--- src/rtl/instr_encode_loader.sv ---
// instr_encode_loader: packs decoded MIPS instruction fields (R/I/J) into
// 32-bit words and writes them sequentially into instruction memory from
// BASE_ADDR onward. A session begins with start and ends after the tuple
// flagged last, or when the memory window of DEPTH words is full.
// Optional build macro ENC_CHECKSUM_EN adds a running XOR checksum output
// covering every word written in the session.
//
// state   | meaning
// --------+-----------------------------------------------------------
// S_IDLE  | waiting for start; address/count/flags hold
// S_LOAD  | in_ready high, waiting for a field tuple
// S_WRITE | mem_we high for one cycle with the registered word
// S_DONE  | done pulse, then back to idle
module instr_encode_loader #(
   parameter int ADDR_WIDTH = 10,
   parameter int BASE_ADDR  = 0,
   parameter int DEPTH      = 1024
) (
   input  logic                  clk,
   input  logic                  reset_n,
   input  logic                  start,
   input  logic                  in_valid,
   output logic                  in_ready,
   input  logic [1:0]            fmt,
   input  logic [5:0]            Op,
   input  logic [4:0]            Rs,
   input  logic [4:0]            Rt,
   input  logic [4:0]            Rd,
   input  logic [4:0]            shamt,
   input  logic [5:0]            funct,
   input  logic [15:0]           imm,
   input  logic [25:0]           addr,
   input  logic                  last,
   output logic                  mem_we,
   output logic [ADDR_WIDTH-1:0] mem_addr,
   output logic [31:0]           mem_wdata,
   output logic                  busy,
   output logic                  done,
   output logic [ADDR_WIDTH:0]   count,
   output logic                  err_fmt,
`ifdef ENC_CHECKSUM_EN
   output logic                  err_overflow,
   output logic [31:0]           checksum
`else
   output logic                  err_overflow
`endif
);

   localparam logic [ADDR_WIDTH-1:0] ADDR_FIRST = ADDR_WIDTH'(BASE_ADDR);
   localparam logic [ADDR_WIDTH-1:0] ADDR_LAST  = ADDR_WIDTH'(BASE_ADDR + DEPTH - 1);
   localparam logic [ADDR_WIDTH-1:0] ADDR_ONE   = ADDR_WIDTH'(1);
   localparam logic [ADDR_WIDTH:0]   COUNT_ONE  = (ADDR_WIDTH+1)'(1);

   typedef enum logic [1:0] {
      S_IDLE  = 2'd0,
      S_LOAD  = 2'd1,
      S_WRITE = 2'd2,
      S_DONE  = 2'd3
   } state_t;

   state_t                state_q, state_d;
   logic [ADDR_WIDTH-1:0] addr_q, addr_d;
   logic [31:0]           wdata_q, wdata_d;
   logic                  last_q, last_d;
   logic [ADDR_WIDTH:0]   count_q, count_d;
   logic                  err_fmt_q, err_fmt_d;
   logic                  err_ovf_q, err_ovf_d;
   logic [31:0]           enc_word;
   logic                  accept;
`ifdef ENC_CHECKSUM_EN
   logic [31:0]           cks_q, cks_d;
`endif

   assign accept = (state_q == S_LOAD) && in_valid;

   // Field packing; fmt=3 yields a NOP word and is flagged separately.
   always_comb begin
      enc_word = 32'h0000_0000;
      case (fmt)
         2'd0:    enc_word = {Op, Rs, Rt, Rd, shamt, funct};
         2'd1:    enc_word = {Op, Rs, Rt, imm};
         2'd2:    enc_word = {Op, addr};
         default: enc_word = 32'h0000_0000;
      endcase
   end

   // Next-state and datapath update for the load sequencer.
   always_comb begin
      state_d   = state_q;
      addr_d    = addr_q;
      wdata_d   = wdata_q;
      last_d    = last_q;
      count_d   = count_q;
      err_fmt_d = err_fmt_q;
      err_ovf_d = err_ovf_q;
`ifdef ENC_CHECKSUM_EN
      cks_d     = cks_q;
`endif
      case (state_q)
         S_IDLE: begin
            if (start) begin
               addr_d    = ADDR_FIRST;
               count_d   = '0;
               err_fmt_d = 1'b0;
               err_ovf_d = 1'b0;
`ifdef ENC_CHECKSUM_EN
               cks_d     = 32'h0000_0000;
`endif
               state_d   = S_LOAD;
            end
         end
         S_LOAD: begin
            if (accept) begin
               wdata_d = enc_word;
               last_d  = last;
               if (fmt == 2'd3) begin
                  err_fmt_d = 1'b1;
               end
               state_d = S_WRITE;
            end
         end
         S_WRITE: begin
            count_d = count_q + COUNT_ONE;
`ifdef ENC_CHECKSUM_EN
            cks_d   = cks_q ^ wdata_q;
`endif
            if (last_q) begin
               state_d = S_DONE;
            end else if (addr_q == ADDR_LAST) begin
               // Window full before the program ended: stop rather than wrap.
               err_ovf_d = 1'b1;
               state_d   = S_DONE;
            end else begin
               addr_d  = addr_q + ADDR_ONE;
               state_d = S_LOAD;
            end
         end
         S_DONE: begin
            state_d = S_IDLE;
         end
         default: begin
            state_d = S_IDLE;
         end
      endcase
   end

   // State and datapath registers; async reset so mem_we drops immediately.
   always_ff @(posedge clk or negedge reset_n) begin
      if (!reset_n) begin
         state_q   <= S_IDLE;
         addr_q    <= ADDR_FIRST;
         wdata_q   <= 32'h0000_0000;
         last_q    <= 1'b0;
         count_q   <= '0;
         err_fmt_q <= 1'b0;
         err_ovf_q <= 1'b0;
`ifdef ENC_CHECKSUM_EN
         cks_q     <= 32'h0000_0000;
`endif
      end else begin
         state_q   <= state_d;
         addr_q    <= addr_d;
         wdata_q   <= wdata_d;
         last_q    <= last_d;
         count_q   <= count_d;
         err_fmt_q <= err_fmt_d;
         err_ovf_q <= err_ovf_d;
`ifdef ENC_CHECKSUM_EN
         cks_q     <= cks_d;
`endif
      end
   end

   assign in_ready     = (state_q == S_LOAD);
   assign mem_we       = (state_q == S_WRITE);
   assign busy         = (state_q != S_IDLE);
   assign done         = (state_q == S_DONE);
   assign mem_addr     = addr_q;
   assign mem_wdata    = wdata_q;
   assign count        = count_q;
   assign err_fmt      = err_fmt_q;
   assign err_overflow = err_ovf_q;
`ifdef ENC_CHECKSUM_EN
   assign checksum     = cks_q;
`endif

endmodule

--- config.mk ---
export PLATFORM = sky130hd
export DESIGN_NAME = instr_encode_loader
export DESIGN_NICKNAME = d
export VERILOG_FILES = /design/src/rtl/instr_encode_loader.sv
export SDC_FILE = /design/constraint.sdc
export NUM_CORES = 1
export LEC_CHECK = 0
export ABC_AREA = 1
export CORE_UTILIZATION = 38
export DETAILED_ROUTE_END_ITERATION = 12
export GPL_TIMING_DRIVEN = 0
export PLACE_DENSITY = 0.76
export SLEW_MARGIN = 15
export SYNTH_ARGS = -nofsm -noshare
export SYNTH_HDL_FRONTEND = slang
export SYNTH_SLANG_ARGS = --single-unit
--- constraint.sdc ---
create_clock -name clk -period 1.5 [get_ports clk]
set_clock_uncertainty 0.05 [all_clocks]
set_input_delay 0.3 -clock clk [delete_from_list [all_inputs] [get_ports clk]]
set_output_delay 0.3 -clock clk [all_outputs]
set_load 0.01 [all_outputs]
After elaboration in Yosys (flattened, before gate mapping)
Index checks and enable logic that the tools add are counted.
- register bits after elaboration: 58
- bits of input ports: 81
- add/subtract/negate cells: 2
- eq/ne operators: 13
- muxes and demuxes: 19
- reduce and logical (&&, ||, !) cells: 12
- operators by type and width (kind ; number):
    $pmux 32 s3 ; 1
    $mux 10 ; 3
    $pmux 11 s2 ; 1
    $pmux 10 s2 ; 1
    $reduce_and 4->1 ; 3
    $add 11x1->11 const B ; 1
    $mux 11 ; 1
    $add 10x1->10 const B ; 1
    $eq 10x10->1 const B ; 1
    $eq 2x2->1 const B ; 4
    $mux 2 ; 4
    $pmux 2 s4 ; 1
    $ne 2x1->1 const B ; 3
    $ne 2x2->1 const B ; 3
    $reduce_and 2->1 ; 3
    $reduce_bool 2->1 ; 3
    $mux 1 ; 5
    $eq 2x1->1 const B ; 2
    $logic_not 2->1 ; 2
    $pmux 1 s2 ; 2
    $logic_and 1x1->1 ; 1

Depth between registers and ports, before layout
- word-level depth: 4
- mapped depth: 8
- mapped depth without buffers: 8

Worst setup path before layout
Ideal clock, no wire load.
- path kind: reg-to-reg
- start point: register addr_q[0] (netlist: mem_addr[0])
- end point: register addr_q[3] (netlist: mem_addr[3])
- library setup time: 78 ps
- arrival time: 1307 ps
- data required time: 1372 ps
- path slack: 65 ps
- cell stages (with the launch flop): 9
- buffers on the path: 1
- clock period less this slack: 1435 ps
- cell sequence: dfrtp_1 > ha_1 > nand2_2 > nor2_4 > nand4_2 > nand3_4 > buf_6 > nand2_1 > o21ai_1
- word-level cells in the longest chain between the ends: 4
- elaborated cells between the ends (all ways): 7
- RTL lines (item ; RTL line ; text):
    start, declared ; 62 ; logic [ADDR_WIDTH-1:0] addr_q, addr_d;
    start signal, assigned ; 162 ; addr_q <= addr_d;
    $add 10x1->10 ; 134 ; addr_d = addr_q + ADDR_ONE;
    $mux 10 ; 129 ; end else if (addr_q == ADDR_LAST) begin
    $mux 10 ; 127 ; if (last_q) begin
    $pmux 10 s2 ; 99 ; case (state_q)
Parallel ways exist; a longest one is shown, timed or not. The select of a mux whose other input is x is not followed.
A chain may end at the register's enable or synchronous reset.

Final worst setup path
- start point: register state_q[0]
- end point: output mem_we
- word-level cells in the longest chain between the ends: 1
- RTL lines (item ; RTL line ; text):
    start, declared ; 61 ; state_t state_q, state_d;
    start signal, assigned ; 161 ; state_q <= state_d;
    $eq 2x2->1 ; 175 ; assign mem_we = (state_q == S_WRITE);
    end, declared ; 34 ; output logic mem_we,
No other way between the ends.

==> results_dict.tcl <==
set metrics [dict create \
    fmax_mhz 667 \
    clkSinkCount 58 \
    syn_nets 478 \
    critPathLaunchType "flip-flop" \
    powerDensity_nw_per_um2 1420 \
    final_area_um2 5010 \
    io_pins 140 \
    via_per_inst 4.82 \
    layout-drive-gt1-share_pct 15.7 \
    drc 0 \
    ir_worst_vdd_mv 0.737 \
    die_w_um 91.2 \
    syn_avg_cell_area_um2 7.66 \
    area_growth_pct 65.6 \
    postSynthRegisterBits 58 \
    grt_pass1_vias 3130 \
    detail_route.wl_per_cell_um 13.6 \
    cts_made_buffers 9 \
    cts_tree "yes" \
    port_buffers 139 \
    core-area_um2 7730 \
    synthDistinctLibCells 29 \
    gp_congestion 0.787 \
    min_period_ns 1.50 \
    nets 653 \
    dr.pass1.iters 4 \
    grt_max_degree 59 \
    outcome "complete, but fails checks" \
    worstSkewPairLatency_ns 0.33 \
    grt_pass1_wl_um 14600 \
    violations "negative setup slack" \
    path_clk_slew_ns 0.07 \
    finalSetupTns_ns -0.000334 \
    routed_wl_um 9240 \
    clockBufferDepth 2 \
    p_leak_nw 2.52 \
    fin_util_pct 64.8 \
    worst_slew_pin_slew_ns 0.748 \
    cts_max_level 3 \
    vias 3266 \
    row_count 32 \
    n_antenna_cell 0 \
    dpl_cell_area_um2 4540 \
    hold_violations 0 \
    setup_ws_ns -0.000334 \
    overflow 0 \
    cp_data_required_time_ns 1.15 \
    start_util_pct 39.2 \
    cp-end-kind "primary output" \
    fp.dieH_um 91.2 \
    hpwl_um 6550 \
    crit_type "reg -> out" \
    drt_iter0_markers 80 \
    place_ws_ns -0.355 \
    slew_headroom_pct 50.1 \
    maxCapViolCount 0 \
    crit_arrival_ns 1.15 \
    synth_area_um2 3030 \
    ant_nets 0 \
    ys_warn_count 0 \
    root_buffer "clkbuf_8" \
    die_area_um2 8330 \
    grt_use_total_pct 22.3 \
    setup_violations 1 \
    fin_crit_sh_pct 100 \
    hold_class "reg -> reg" \
    finalMaxSlewViolations 0 \
    yosysSeqAreaShare_pct 48.0 \
    rsz0062_at_grt "yes" \
    antenna_found_initial 0 \
    crit_fanout 6 \
    synthCells 395 \
    total_power_mw 7.10 \
]
flip-flops by register name (all words and copies together), names as in the netlist:
name	cells
count	11
last_q	1
err_fmt	1
state_q	2
err_overflow	1
mem_wdata	32
mem_addr	10
worst max-delay path, stage by stage, from the launching register on:
cell,delay (ns)
dfrtp_2,0.46
nor2_4,0.13
buf_6,0.13
buf_6,0.10
per-stage QoR:
stage / hold slack (ns) / cells
2_1_floorplan: -0.0456 / 395
3_3_place_gp: 0.411 / 636
3_5_place_dp: 0.365 / 636
4_1_cts: 0.431 / 669
5_1_grt: 0.454 / 677
6_report: 0.428 / 677
where the power goes:
group | switching [mW] | internal, mW | total (mW)
combinational | 1.66 | 1.58 | 3.23
sequential | 0.316 | 2.09 | 2.40
clock | 0.607 | 0.858 | 1.47
total | 2.58 | 4.52 | 7.10
final timing paths:
path                              startpoint            to  cells after the start  slack (ns)
worst max-delay path              state_q[0]        mem_we                      3     -0.0003
max in group asynchronous            reset_n    state_q[0]                      2        0.34
min in group asynchronous            reset_n   mem_addr[5]                      2        0.51
worst max register to register    state_q[1]   mem_addr[0]                      8        0.04
worst min register to register  mem_wdata[0]  mem_wdata[0]                      2        0.43
worst min-delay path            mem_wdata[0]  mem_wdata[0]                      2        0.43
synthesized netlist by cell type:
master,number,area (um2)
a21oi_1,15,75.1
a22o_1,1,8.76
a2bb2oi_1,10,87.6
buf_2,8,40.0
buf_4,2,15.0
buf_6,2,22.5
clkbuf_1,1,3.75
dfrtp_1,58,1450
ha_1,2,25.0
inv_1,22,82.6
inv_2,7,26.3
nand2_1,172,646
nand2_2,2,12.5
nand2_4,1,11.3
nand3_1,34,170
nand3_2,1,10.0
nand3_4,1,17.5
nand4_1,1,6.26
nand4_2,1,12.5
nor2_1,21,78.8
nor2_2,1,6.26
nor2_4,3,33.8
o21ai_0,6,30.0
o21ai_1,9,45.0
o21bai_1,3,22.5
o22ai_1,3,18.8
or2_1,1,6.26
xnor2_1,2,17.5
xor2_1,5,43.8
timing repair:
item / in CTS / in global routing
gates cloned: 0 / 1
setup endpoints to repair: 69 / 41
hold buffers: 1 / 0
gates resized for setup: 79 / 33
endpoints found under the hold margin: 17 / 0
pin swaps: 2 / 10
setup buffers: 17 / 7
cell type report:
cell class	instances	area [um2]
inverters	29	121
fillers	655	2720
clock buffers	14	163
multi-input cells	296	1500
well taps	102	128
repair buffers	164	1530
flip-flops and latches	58	1460
plain buffers	12	86.3
clock inverters	2	35.0
kinds of logic (layout without fill, tap and decap cells):
| family | Yosys count | count (layout) | share of synthesized area [%] |
|---|---|---|---|
| buffers and inverters | 42 | 221 | 6.28 |
| AO/OA/AOI/OAI | 47 | 47 | 9.51 |
| AND/OR/NAND/NOR | 239 | 240 | 33.4 |
| flip-flops | 58 | 58 | 48.0 |
| XOR/XNOR | 7 | 7 | 2.03 |
| adder cells (fa/ha/maj) | 2 | 2 | 0.827 |
cell usage in the layout, fill, tap and decap left out, drive strengths merged:
cell type,n
clkinv,1
xnor2,2
or2,1
xor2,5
dfrtp,58
nand3,37
nand4,2
inv,29
clkdlybuf4s50,79
clkbuf,17
o22ai,3
a22o,1
nand2,175
ha,2
a21oi,15
buf,38
nor2,25
o21bai,3
a2bb2oi,10
bufinv,1
dlygate4sd2,55
dlygate4sd3,1
o21ai,15
layer usage:
layer	up-vias	track usage, %	part of all wire (%)	routed length (um)
met4	0	8.73	1.9	171
met2	109	37.7	52	4760
met3	20	6.70	6.1	567
met1	1513	26.7	40	3740
met5	-	0	0	0
li1	1624	-	-	-
Power figures use the tool's default switching activity.
